$ cat config.mk
export PLATFORM = sky130hd
export DESIGN_NAME = branch_resolve_unit_flat
export DESIGN_NICKNAME = d
export VERILOG_FILES = /design/src/rtl/branch_resolve_if.sv /design/src/rtl/branch_resolve_unit.sv /design/src/flat_wrapper.sv
export SDC_FILE = /design/constraint.sdc
export NUM_CORES = 1
export LEC_CHECK = 0
export BUFFER_PORTS_ARGS = -buffer_cell sky130_fd_sc_hd__buf_2
export CORE_MARGIN = 5
export CORE_UTILIZATION = 40
export CTS_CLUSTER_DIAMETER = 150
export DETAILED_ROUTE_END_ITERATION = 12
export PLACE_DENSITY_LB_ADDON = 0.12
export SETUP_SLACK_MARGIN = 0.1
export SLEW_MARGIN = 20
export SYNTH_ARGS = -nofsm -noshare
export SYNTH_HDL_FRONTEND = slang
export SYNTH_SLANG_ARGS = --single-unit
$ cat constraint.sdc
create_clock -name clock -period 2.4 [get_ports clock]
set_clock_uncertainty 0.15 [all_clocks]
set_input_delay 0.36 -clock clock [delete_from_list [all_inputs] [get_ports clock]]
set_output_delay 0.36 -clock clock [all_outputs]
set_load 0.05 [all_outputs]
$ cat src/rtl/branch_resolve_if.sv
// branch_resolve_if
//   Bundles the execute-stage inputs and the fetch-redirect outputs of the
//   branch resolver so that the pipeline and IR_fetch glue can be connected
//   in a single port.
//
//   Signals (direction as seen by the resolver, modport slave):
//     stall               in   freeze the resolver this cycle
//     branch_e            in   execute-stage instruction is a branch
//     branch_condition_e  in   4-bit condition code
//     branch_offset_e     in   12-bit PC-relative target offset
//     flag_write_e        in   execute-stage instruction writes flags
//     alu_n/z/c/v         in   ALU result flags
//     PC_source           out  1 = IR_fetch takes the PC+offset path
//     PC_offset           out  offset presented to IR_fetch
//     flush               out  squash decode/execute pipeline registers
//     flags               out  registered {N,Z,C,V}
//     taken_count         out  taken branches since reset
//
//   modport master is the upstream/pipeline side that drives the inputs.
interface branch_resolve_if #(
  parameter int COUNT_WIDTH = 16
);
  logic                   stall;
  logic                   branch_e;
  logic [3:0]             branch_condition_e;
  logic [11:0]            branch_offset_e;
  logic                   flag_write_e;
  logic                   alu_n;
  logic                   alu_z;
  logic                   alu_c;
  logic                   alu_v;
  logic                   PC_source;
  logic [11:0]            PC_offset;
  logic                   flush;
  logic [3:0]             flags;
  logic [COUNT_WIDTH-1:0] taken_count;

  modport master (
    output stall, branch_e, branch_condition_e, branch_offset_e,
           flag_write_e, alu_n, alu_z, alu_c, alu_v,
    input  PC_source, PC_offset, flush, flags, taken_count
  );

  modport slave (
    input  stall, branch_e, branch_condition_e, branch_offset_e,
           flag_write_e, alu_n, alu_z, alu_c, alu_v,
    output PC_source, PC_offset, flush, flags, taken_count
  );
endinterface

$ cat src/rtl/branch_resolve_unit.sv
// branch_resolve_unit
//   Execute-stage branch resolver. Keeps the architectural {N,Z,C,V} flags,
//   evaluates the branch condition against them and, on a taken branch,
//   redirects IR_fetch for one cycle and then holds flush for a total of
//   FLUSH_CYCLES cycles (redirect cycle included) to squash the wrong path.
//
//   Parameters:
//     FLUSH_CYCLES  cycles flush stays high per taken branch, legal 1..7
//     COUNT_WIDTH   width of taken_count
//
//   Ports:
//     clock    system clock, rising edge
//     reset_n  synchronous active-low reset
//     bus      branch_resolve_if.slave (see interface header)
module branch_resolve_unit #(
  parameter int FLUSH_CYCLES = 2,
  parameter int COUNT_WIDTH  = 16
) (
  input logic             clock,
  input logic             reset_n,
  branch_resolve_if.slave bus
);

  typedef enum logic [1:0] {
    IDLE     = 2'd0,
    REDIRECT = 2'd1,
    SQUASH   = 2'd2
  } state_t;

  localparam logic [2:0] FLUSH_INIT = 3'(FLUSH_CYCLES - 1);

  state_t                 r_state;
  state_t                 w_stateNext;
  logic                   r_pcSource;
  logic                   w_pcSourceNext;
  logic [11:0]            r_pcOffset;
  logic [11:0]            w_pcOffsetNext;
  logic                   r_flush;
  logic                   w_flushNext;
  logic [3:0]             r_flags;
  logic [3:0]             w_flagsNext;
  logic [COUNT_WIDTH-1:0] r_takenCount;
  logic [COUNT_WIDTH-1:0] w_takenCountNext;
  logic [2:0]             r_counter;
  logic [2:0]             w_counterNext;
  logic                   w_condTrue;
  logic                   w_n;
  logic                   w_z;
  logic                   w_c;
  logic                   w_v;

  // Conditions always look at the registered flags, so a flag-writing
  // instruction paired with a branch in the same cycle does not affect it.
  assign {w_n, w_z, w_c, w_v} = r_flags;

  // Condition code decode.
  always_comb begin
    w_condTrue = 1'b0;
    case (bus.branch_condition_e)
      4'h0: w_condTrue = w_z;
      4'h1: w_condTrue = !w_z;
      4'h2: w_condTrue = w_c;
      4'h3: w_condTrue = !w_c;
      4'h4: w_condTrue = w_n;
      4'h5: w_condTrue = !w_n;
      4'h6: w_condTrue = w_v;
      4'h7: w_condTrue = !w_v;
      4'h8: w_condTrue = w_c && !w_z;
      4'h9: w_condTrue = !w_c || w_z;
      4'hA: w_condTrue = (w_n == w_v);
      4'hB: w_condTrue = (w_n != w_v);
      4'hC: w_condTrue = !w_z && (w_n == w_v);
      4'hD: w_condTrue = w_z || (w_n != w_v);
      4'hE: w_condTrue = 1'b1;
      default: w_condTrue = 1'b0;
    endcase
  end

  // Next-state logic. Everything holds by default, which is also how a
  // stall freezes the unit; wrong-path branches and flag writes are simply
  // not looked at outside IDLE.
  always_comb begin
    w_stateNext      = r_state;
    w_pcSourceNext   = r_pcSource;
    w_pcOffsetNext   = r_pcOffset;
    w_flushNext      = r_flush;
    w_flagsNext      = r_flags;
    w_takenCountNext = r_takenCount;
    w_counterNext    = r_counter;
    if (!bus.stall) begin
      case (r_state)
        IDLE: begin
          if (bus.flag_write_e)
            w_flagsNext = {bus.alu_n, bus.alu_z, bus.alu_c, bus.alu_v};
          if (bus.branch_e && w_condTrue) begin
            w_pcSourceNext   = 1'b1;
            w_pcOffsetNext   = bus.branch_offset_e;
            w_flushNext      = 1'b1;
            w_takenCountNext = r_takenCount + COUNT_WIDTH'(1);
            w_counterNext    = FLUSH_INIT;
            w_stateNext      = REDIRECT;
          end
        end
        REDIRECT: begin
          w_pcSourceNext = 1'b0;
          if (r_counter == 3'd0) begin
            w_flushNext = 1'b0;
            w_stateNext = IDLE;
          end else begin
            w_stateNext = SQUASH;
          end
        end
        SQUASH: begin
          // The counter still holds the squash cycles left including this
          // one, so flush drops on the edge where it steps from 1 to 0.
          w_counterNext = r_counter - 3'd1;
          if (r_counter == 3'd1) begin
            w_flushNext = 1'b0;
            w_stateNext = IDLE;
          end
        end
        default: begin
          w_pcSourceNext = 1'b0;
          w_flushNext    = 1'b0;
          w_counterNext  = 3'd0;
          w_stateNext    = IDLE;
        end
      endcase
    end
  end

  // State register; reset takes priority over stall and any redirect/squash.
  always_ff @(posedge clock) begin
    if (!reset_n) begin
      r_state      <= IDLE;
      r_pcSource   <= 1'b0;
      r_pcOffset   <= 12'd0;
      r_flush      <= 1'b0;
      r_flags      <= 4'd0;
      r_takenCount <= '0;
      r_counter    <= 3'd0;
    end else begin
      r_state      <= w_stateNext;
      r_pcSource   <= w_pcSourceNext;
      r_pcOffset   <= w_pcOffsetNext;
      r_flush      <= w_flushNext;
      r_flags      <= w_flagsNext;
      r_takenCount <= w_takenCountNext;
      r_counter    <= w_counterNext;
    end
  end

  assign bus.PC_source   = r_pcSource;
  assign bus.PC_offset   = r_pcOffset;
  assign bus.flush       = r_flush;
  assign bus.flags       = r_flags;
  assign bus.taken_count = r_takenCount;

endmodule
$ cat src/flat_wrapper.sv
// flat-port wrapper written by rule: the top's interface ports become plain ports
module branch_resolve_unit_flat 
#(
  parameter int FLUSH_CYCLES = 2,
  parameter int COUNT_WIDTH  = 16
)
  (clock, reset_n, bus_stall, bus_branch_e, bus_branch_condition_e, bus_branch_offset_e, bus_flag_write_e, bus_alu_n, bus_alu_z, bus_alu_c, bus_alu_v, bus_PC_source, bus_PC_offset, bus_flush, bus_flags, bus_taken_count);
  branch_resolve_if #(.COUNT_WIDTH(COUNT_WIDTH)) bus_i ();
  input logic clock;
  input logic reset_n;
  input wire logic [$bits(bus_i.stall)-1:0] bus_stall;
  input wire logic [$bits(bus_i.branch_e)-1:0] bus_branch_e;
  input wire logic [$bits(bus_i.branch_condition_e)-1:0] bus_branch_condition_e;
  input wire logic [$bits(bus_i.branch_offset_e)-1:0] bus_branch_offset_e;
  input wire logic [$bits(bus_i.flag_write_e)-1:0] bus_flag_write_e;
  input wire logic [$bits(bus_i.alu_n)-1:0] bus_alu_n;
  input wire logic [$bits(bus_i.alu_z)-1:0] bus_alu_z;
  input wire logic [$bits(bus_i.alu_c)-1:0] bus_alu_c;
  input wire logic [$bits(bus_i.alu_v)-1:0] bus_alu_v;
  output wire logic [$bits(bus_i.PC_source)-1:0] bus_PC_source;
  output wire logic [$bits(bus_i.PC_offset)-1:0] bus_PC_offset;
  output wire logic [$bits(bus_i.flush)-1:0] bus_flush;
  output wire logic [$bits(bus_i.flags)-1:0] bus_flags;
  output wire logic [$bits(bus_i.taken_count)-1:0] bus_taken_count;
  assign bus_i.stall = bus_stall;
  assign bus_i.branch_e = bus_branch_e;
  assign bus_i.branch_condition_e = bus_branch_condition_e;
  assign bus_i.branch_offset_e = bus_branch_offset_e;
  assign bus_i.flag_write_e = bus_flag_write_e;
  assign bus_i.alu_n = bus_alu_n;
  assign bus_i.alu_z = bus_alu_z;
  assign bus_i.alu_c = bus_alu_c;
  assign bus_i.alu_v = bus_alu_v;
  assign bus_PC_source = bus_i.PC_source;
  assign bus_PC_offset = bus_i.PC_offset;
  assign bus_flush = bus_i.flush;
  assign bus_flags = bus_i.flags;
  assign bus_taken_count = bus_i.taken_count;
  branch_resolve_unit #(.FLUSH_CYCLES(FLUSH_CYCLES), .COUNT_WIDTH(COUNT_WIDTH)) u_core (.clock(clock), .reset_n(reset_n), .bus(bus_i));
endmodule
==> flow_summary.ini, run 1 <==
[setup_path]
rr_endpoint = u_core.bus.taken_count[14]
cp_max_fo = 7
critPathBufInv = 1
cp_cell_sequence = or4b_1 -> a311oi_2 -> a21oi_2 -> a311oi_2 -> buf_4 -> and4_1 -> mux2i_1
required_ns = 2.47
critical_path_depth = 7
slowest_stage = or4b_1
worstPathArrival_ns = 2.26
critical_path.top_delay_family = simple AND/OR/NAND/NOR gates
worstSetupPathType = flop to flop
reg2reg_depth = 7
crit_end = u_core.bus.taken_count[14]
slowest_delay_ns = 0.54
reg2reg_slack_ns = 0.21
cpMostUsedCell = a311oi_2
critPathLaunchType = flop
timing.rr.start = u_core.bus.flags[0]
cp-end-kind = flop
crit_start = u_core.bus.flags[0]

[timing]
worst_pin_slew_ns = 0.4242
slew_headroom_pct = 71.67
maxSlewViolCount = 0
period_share_pct = 91.15
timing.fmax_ghz = 0.4571
hold_violations = 0
period_minus_slack_ns = 2.188
whs_ns = 0.1459
final.setup.tns_ns = 0
setup_viol = 0
rsz0062_at_grt = true

[clocking]
hold_buffers = 0
clock-root-buffer = clkbuf_8
clkLatencyLatePin_ns = 0.29
h-tree-depth = 2
cts_tree = built
ctsResizeCount = 0
post_cts_buffers = 0
clk_pin_slew_ns = 0.08
cts-buffers-inserted = 5
clockBufferDepth = 2
cts.sinks = 39

[detailed_routing]
drc_errors = 0
first_iter_violations = 60
wire_per_inst_um = 12.35
ant_nets = 0
dr_total_vias = 1749
viasPerCell = 4.845
wirelength_mm = 4.459
first_pass_iters = 2

[cells_and_area]
diodes = 0
regArea_sq_um = 783.3
multi_input_area_sq_um = 1165
num-fill-cells = 496
drive_gt1_share_pct = 29.90
instances_no_fill = 361
areaGrowthSynthToFinish_pct = 24.41
fin_nets = 319

[floorplan]
core.rowCount = 26
die_w_um = 81.69
dieArea_sq_um = 6673
io_pins = 59
start_util_pct = 40.77
die_h_um = 81.69
core_sq_um = 5042

[global_routing]
grt_usage_pct = 14.53
grt_max_degree = 22
grt_pass1_wl_mm = 7.569
antenna_found_initial = 0
grt_overflow = 0
grt_pass1_vias = 1661

[pwr]
irDropWorstVdd_mv = 0.3387
powerDensity_nw_per_um2 = 566.6
leakage_nw = 1.141

[run_status]
status = complete, no violations

[synthesis]
synth.avg_cell_area_sq_um = 8.938
synth_area_leader_cell = dfxtp_1
ys.flop_type = dfxtp_1
ys_ff_latch = 39
synth_cell_types = 45
async_flop_share_pct = 0
synth_area_sq_um = 2056
synth_edf_count = 0
synth_cells = 230
synth_area_leaders = dfxtp_1 (38%), mux2i_1 (13%), nor2_1 (5.1%)
synth_top_area_share_pct = 37.98
syn_nets = 259
synth_warnings = 0
seq_area_frac_synth_pct = 37.98

[placement]
port_buffers = 58
post-dp-hpwl_mm = 3.278
routabilityCongestion = 0.7173
dp_cells = 353

[min_path]
min_path_type = input pin to flop

[job]
timing.max_cap.violations = 0
[synthesized netlist by cell type (2+ instances only)]
library cell and n:
a21bo_2 2, a21o_1 2, a21oi_1 12, a311oi_2 2, a31oi_1 2, and2_1 3
and3_1 6, and4_1 2, buf_6 4, clkbuf_1 9, dfxtp_1 39, ha_1 4
inv_1 7, mux2i_1 27, nand2_1 18, nand2b_1 14, nand3_1 6, nand3b_1 3
nand4_1 5, nor2_1 28, nor2b_1 2, nor3_1 4, nor4b_1 3, o21ai_0 2
o22ai_1 2, xor2_1 3
[worst min-delay path by stage]
stage / slack (ns) / depth (start not counted) / startpoint / endpoint
2_1_floorplan: 0.30 / 2 / u_core.r_counter[0] / u_core.r_counter[0]
3_3_place_gp: 0.31 / 2 / u_core.r_counter[0] / u_core.r_counter[0]
3_5_place_dp: 0.32 / 2 / u_core.bus.flush / u_core.bus.flush
4_1_cts: 0.14 / 3 / bus_branch_offset_e[4] / u_core.bus.PC_offset[4]
5_1_grt: 0.15 / 3 / bus_branch_offset_e[4] / u_core.bus.PC_offset[4]
6_report: 0.15 / 3 / bus_branch_offset_e[2] / u_core.bus.PC_offset[2]
[cell usage in the layout, fill, tap and decap left out, types with 3 or more instances in the layout]
cell      netlist  routed
nand3b_1        3       3
and3_1          6       6
nor2_1         28      28
inv_1           7       7
clkbuf_8        0       5
buf_4           0       7
nor3_1          4       4
buf_2           1      58
nand2b_1       14      14
nand3_1         6       6
and2_1          3       3
dfxtp_1        39      37
mux2i_1        27      27
nand2_1        18      18
nand4_1         5       5
xor2_1          3       3
a21oi_1        12      12
nor4b_1         3       3
ha_1            4       4
[sequential cells by signal (all words and copies together), names as in the netlist]
| register | cells |
|---|---|
| u_core.bus.flags | 4 |
| u_core.r_counter | 3 |
| u_core.bus.taken_count | 16 |
| u_core.bus.PC_offset | 12 |
| u_core.bus.PC_source | 1 |
| u_core.r_state | 2 |
| u_core.bus.flush | 1 |
[worst register-to-register path, cell delays in order, from the launching register on]
cell and delay [ns]:
dfxtp_2 0.36, or4b_1 0.54, a311oi_2 0.23, a21oi_2 0.09, a311oi_2 0.20, buf_4 0.18
and4_1 0.20, mux2i_1 0.17
[final cells by class]
cell class                 instances  share of cell area, %
clock inverter                     3                  1.712
timing repair buffer              67                  14.97
tap                               70                  3.425
sequential                        39                  30.63
multi-input combinational        170                  45.55
inverter                           7                  1.027
clock buffer                       5                  2.691
[cell families after synthesis]
logic type	after synthesis	synth area share [%]
AND/OR/NAND/NOR	100	25.81
flip-flops	39	37.98
AO/OA/AOI/OAI	34	13.03
multiplexers	28	13.69
buffers and inverters	21	5.356
XOR/XNOR	4	1.705
adder cells (fa/ha/maj)	4	2.435
[power breakdown]
group	internal (mW)	leakage, nW	switching (mW)
combinational	0.0812	0.766	0.139
sequential	0.664	0.317	0.0132
clock	0.310	0.0581	0.242
[stage by stage]
| step | setup slack, ns | utilization, % | power [mW] | area, sq um |
|---|---|---|---|---|
| global route | 0.08596 | 50.72 | 1.523 | 2557 |
| CTS | 0.2051 | 50.72 | 1.478 | 2557 |
| finish | 0.2124 | 50.72 | 1.449 | 2557 |
| floorplan | 0.1374 | - | 0.8501 | 2058 |
| detailed placement | 0.08383 | 48.49 | 0.9147 | 2445 |
| global placement | 0.1001 | 48.49 | 0.9130 | 2445 |
[per-layer routing]
layer | vias to the layer above | wire length [um] | global-route usage [%] | share of wire, %
li1 | 931 | - | - | -
met1 | 769 | 2158 | 18.56 | 48
met2 | 43 | 1906 | 22.72 | 43
met3 | 6 | 346 | 5.482 | 7.8
met4 | 0 | 48 | 4.485 | 1.1
met5 | - | 0 | 0 | 0
(Power assumes the default switching activity.)
==> inputs of run 2 (changes only) <==
--- a/config.mk
+++ b/config.mk
@@ -6,13 +6,14 @@
 export NUM_CORES = 1
 export LEC_CHECK = 0
 export BUFFER_PORTS_ARGS = -buffer_cell sky130_fd_sc_hd__buf_2
+export CORE_ASPECT_RATIO = 0.9
 export CORE_MARGIN = 5
 export CORE_UTILIZATION = 40
 export CTS_CLUSTER_DIAMETER = 150
 export DETAILED_ROUTE_END_ITERATION = 12
-export PLACE_DENSITY_LB_ADDON = 0.12
+export PLACE_DENSITY_LB_ADDON = 0.3
 export SETUP_SLACK_MARGIN = 0.1
-export SLEW_MARGIN = 20
+export SLEW_MARGIN = 40
 export SYNTH_ARGS = -nofsm -noshare
 export SYNTH_HDL_FRONTEND = slang
 export SYNTH_SLANG_ARGS = --single-unit
==> flow_summary.ini, run 2 (synthesis results as in run 1) <==
[cells_and_area]
largest_reg_flops = 16
final_common_cell = buf_2
num-fill-cells = 492
layout_common_cells = buf_2 (58), dfxtp_1 (37), nor2_1 (28), mux2i_1 (27), nand2_1 (18)
areaGrowthSynthToFinish_pct = 22.64
drive_gt1_share_pct = 30.00
fin_nets = 318
regArea_sq_um = 783.3
instances_no_fill = 355
diodes = 0
multi_input_area_sq_um = 1169

[setup_path]
required_ns = 2.46
worstPathArrival_ns = 2.29
worstSetupPathType = flop to flop
cp_max_fo = 7
critPathLaunchType = flop
cp-end-kind = flop

[detailed_routing]
viasPerCell = 5.087
wirelength_mm = 4.544
dr_total_vias = 1806
first_pass_iters = 4
ant_nets = 0
first_iter_violations = 87
drc_errors = 0
wire_per_inst_um = 12.80

[pwr]
irDropWorstVdd_mv = 0.3667
leakage_nw = 1.122
powerDensity_nw_per_um2 = 542.5
totalPowerFinal_mw = 1.368

[clocking]
clkLatencyLatePin_ns = 0.29
clockBufferDepth = 2
cts_tree = built
clk_pin_slew_ns = 0.08
post_cts_buffers = 0
clock-root-buffer = clkbuf_8
cts.sinks = 39
h-tree-depth = 2
cts-buffers-inserted = 5

[timing]
period_minus_slack_ns = 2.233
hold_violations = 0
rsz0062_at_grt = true
slew_headroom_pct = 63.23
timing.fmax_ghz = 0.4478
setup_viol = 0
period_share_pct = 93.04
worst_pin_slew_ns = 0.5509
final.setup.tns_ns = 0
maxSlewViolCount = 0

[floorplan]
core.rowCount = 24
io_pins = 59
dieArea_sq_um = 6675
die_w_um = 85.57
start_util_pct = 41.74
die_h_um = 78.01
core_sq_um = 4925

[placement]
port_buffers = 58
routabilityCongestion = 0.8341
dp_cells = 347
post-dp-hpwl_mm = 3.435

[min_path]
min_path_type = input pin to flop

[job]
timing.max_cap.violations = 0

[global_routing]
antenna_found_initial = 0
grt_pass1_vias = 1792
grt_max_degree = 29
grt_usage_pct = 14.01
grt_pass1_wl_mm = 7.810
grt_overflow = 0

[run_status]
status = complete, no violations
## run 2: changes by cell type in the layout (fill, tap and decap cells not counted), sizes merged
cell,before,now
clkbuf,5,6
bufinv,1,0
clkinv,2,1
buf,67,66
clkinvlp,0,1
## run 2: area by class of cell
cell class	count	share of cell area, %
clock buffers	6	3.275
repair buffers	66	14.39
flip-flops and latches	39	31.07
inverters	7	1.042
well taps	65	3.226
multi-input cells	170	46.35
clock inverters	2	0.6452
## run 2: final timing paths
path              slack (ns)  cells after the start                     from                         end
setup reg to reg        0.17                      7      u_core.bus.flags[0]  u_core.bus.taken_count[12]
hold / removal          0.15                      3  bus_branch_offset_e[11]    u_core.bus.PC_offset[11]
hold reg to reg         0.33                      2         u_core.bus.flush            u_core.bus.flush
setup / recovery        0.17                      7      u_core.bus.flags[0]  u_core.bus.taken_count[12]
## run 2: timing repair
item,in CTS,in global routing
resized for setup,0,1
setup endpoints to repair,0,5
hold buffers,0,0
## run 2: through the flow
step           utilization [%]  setup WS (ns)  instance area (sq um)  hold slack [ns]
6_report                 51.19         0.1670                   2521           0.1515
5_1_grt                  51.19        0.05954                   2521           0.1544
4_1_cts                  51.12         0.1442                   2517           0.1398
3_5_place_dp             49.11        0.06479                   2419           0.3228
3_3_place_gp             49.11         0.1102                   2419           0.3139
2_1_floorplan                -         0.1374                   2058           0.2993
## run 2: worst max-delay path: stages (launching register included)
cell	delay, ns
dfxtp_2	0.36
or4b_4	0.54
a311oi_2	0.23
a21oi_2	0.09
a311oi_2	0.21
buf_4	0.18
and4_1	0.22
mux2i_1	0.18
## run 2: power by group
group,leakage [nW],internal [mW],switching (mW)
clock network,0.0474,0.235,0.239
registers,0.317,0.664,0.0156
logic,0.758,0.0783,0.136
total,1.12,0.977,0.391
## run 2: routing by layer
layer / global-route usage [%] / vias to the layer above / part of all wire (%)
li1: - / 924 / -
met3: 5.550 / 2 / 7.8
met4: 3.323 / 0 / 0.42
met1: 17.09 / 833 / 46
met2: 23.21 / 47 / 46
met5: 0 / - / 0
==> inputs of run 3 (changes only) <==
==> constraint.sdc (replaced) <==
create_clock -name clock -period 2.3 [get_ports clock]
set_clock_uncertainty 0.15 [all_clocks]
set_input_delay 0.345 -clock clock [delete_from_list [all_inputs] [get_ports clock]]
set_output_delay 0.345 -clock clock [all_outputs]
set_load 0.05 [all_outputs]
==> flow_summary.ini, run 3 (synthesis results as in run 1) <==
[min_path]
min_path_type = input pin to flop

[setup_path]
cp_max_fo = 6
worstSetupPathType = flop to flop
worstPathArrival_ns = 2.30
required_ns = 2.36
cp-end-kind = flop
critPathLaunchType = flop

[clocking]
cts-buffers-inserted = 5
cts.sinks = 39
clockBufferDepth = 2
clock-root-buffer = clkbuf_8
hold_buffers = 0
cts_tree = built
clk_pin_slew_ns = 0.08
h-tree-depth = 2
clkLatencyLatePin_ns = 0.29

[pwr]
p_int_mw = 1.105
pwr-share-comb_pct = 15.7
clkPwrFrac_pct = 37.7
leakage_nw = 1.173
powerDensity_nw_per_um2 = 581.4
irDropWorstVdd_mv = 0.3438
power_frac_seq_pct = 46.6
switching_share_pct = 27.06
totalPowerFinal_mw = 1.515
switchingPower_mw = 0.4100

[placement]
routabilityCongestion = 0.8643
port_buffers = 58
post-dp-hpwl_mm = 3.472
dp_cells = 351

[timing]
setup_viol = 0
slew_headroom_pct = 63.74
timing.fmax_ghz = 0.4476
maxSlewViolCount = 0
period_minus_slack_ns = 2.234
rsz0062_at_grt = true
worst_pin_slew_ns = 0.5433
hold_violations = 0
period_share_pct = 97.14

[cells_and_area]
instances_no_fill = 362
largest_reg_flops = 16
regArea_sq_um = 790.8
diodes = 0
num-fill-cells = 485
drive_gt1_share_pct = 31.99
final_common_cell = buf_2
multi_input_area_sq_um = 1169
areaGrowthSynthToFinish_pct = 26.78
layout_common_cells = buf_2 (58), dfxtp_1 (35), nor2_1 (28), mux2i_1 (27), nand2_1 (18)
fin_nets = 325

[detailed_routing]
viasPerCell = 5.091
drc_errors = 0
first_pass_iters = 4
wire_per_inst_um = 13.12
wirelength_mm = 4.749
first_iter_violations = 110
ant_nets = 0
dr_total_vias = 1843

[floorplan]
core_sq_um = 4925
start_util_pct = 41.74
die_h_um = 78.01
dieArea_sq_um = 6675
core.rowCount = 24
io_pins = 59
die_w_um = 85.57

[global_routing]
grt_usage_pct = 14.71
grt_overflow = 0
grt_max_degree = 29
grt_pass1_vias = 1805
grt_pass1_wl_mm = 8.004
antenna_found_initial = 0

[run_status]
status = complete, no violations

[job]
timing.max_cap.violations = 0
run 3: cell type report:
type / instances / area share [%]
clock buffer: 5 / 2.640
sequential: 39 / 30.34
inverter: 7 / 1.008
tap: 65 / 3.120
clock inverter: 3 / 1.632
timing repair buffer: 73 / 16.42
multi-input combinational: 170 / 44.84
run 3: metal layers:
layer | GRT usage [%] | share of wire [%] | vias up
met5 | 0 | 0 | -
met4 | 4.272 | 0.63 | 0
met3 | 6.178 | 7.9 | 2
met2 | 22.67 | 44 | 50
met1 | 18.83 | 47 | 847
li1 | - | - | 944
run 3: worst max-delay path, cell delays in order, from the launching register on:
cell	delay, ns
dfxtp_4	0.36
or4b_4	0.53
a311oi_2	0.23
a21oi_2	0.10
a311oi_2	0.21
buf_4	0.17
and4_1	0.20
mux2i_1	0.20
run 3: final timing paths:
path / to / slack [ns] / cells past startpoint / start
worst max-delay path: u_core.bus.taken_count[12] / 0.07 / 7 / u_core.bus.flags[0]
worst min-delay path: u_core.bus.PC_offset[0] / 0.14 / 3 / bus_branch_offset_e[0]
worst max register to register: u_core.bus.taken_count[12] / 0.07 / 7 / u_core.bus.flags[0]
worst min register to register: u_core.bus.flush / 0.33 / 2 / u_core.bus.flush
run 3: through the flow:
stage          hold WS, ns  instance area [sq um]  setup WS [ns]  util, %  setup TNS, ns
4_1_cts             0.1268                   2599        0.04357    52.77              0
3_3_place_gp        0.3141                   2469        0.03748    50.13              0
2_1_floorplan       0.2993                   2066        0.06975        -              0
5_1_grt             0.1266                   2606       -0.05842    52.92        -0.1110
3_5_place_dp        0.3227                   2469        0.01694    50.13              0
6_report            0.1362                   2606        0.06573    52.92              0
run 3: power groups by stage:
stage / combinational (mW) / sequential, mW / clock [mW]
6_report: 0.238 / 0.706 / 0.571
5_1_grt: 0.259 / 0.709 / 0.622
4_1_cts: 0.239 / 0.706 / 0.590
3_5_place_dp: 0.235 / 0.722 / 0
3_3_place_gp: 0.231 / 0.721 / 0
2_1_floorplan: 0.113 / 0.773 / 0
run 3: what timing repair did:
item / in CTS / in global routing
gates resized for setup: 1 / 0
setup buffers: 2 / 1
endpoints found under the setup margin: 3 / 20
pin swaps: 0 / 5
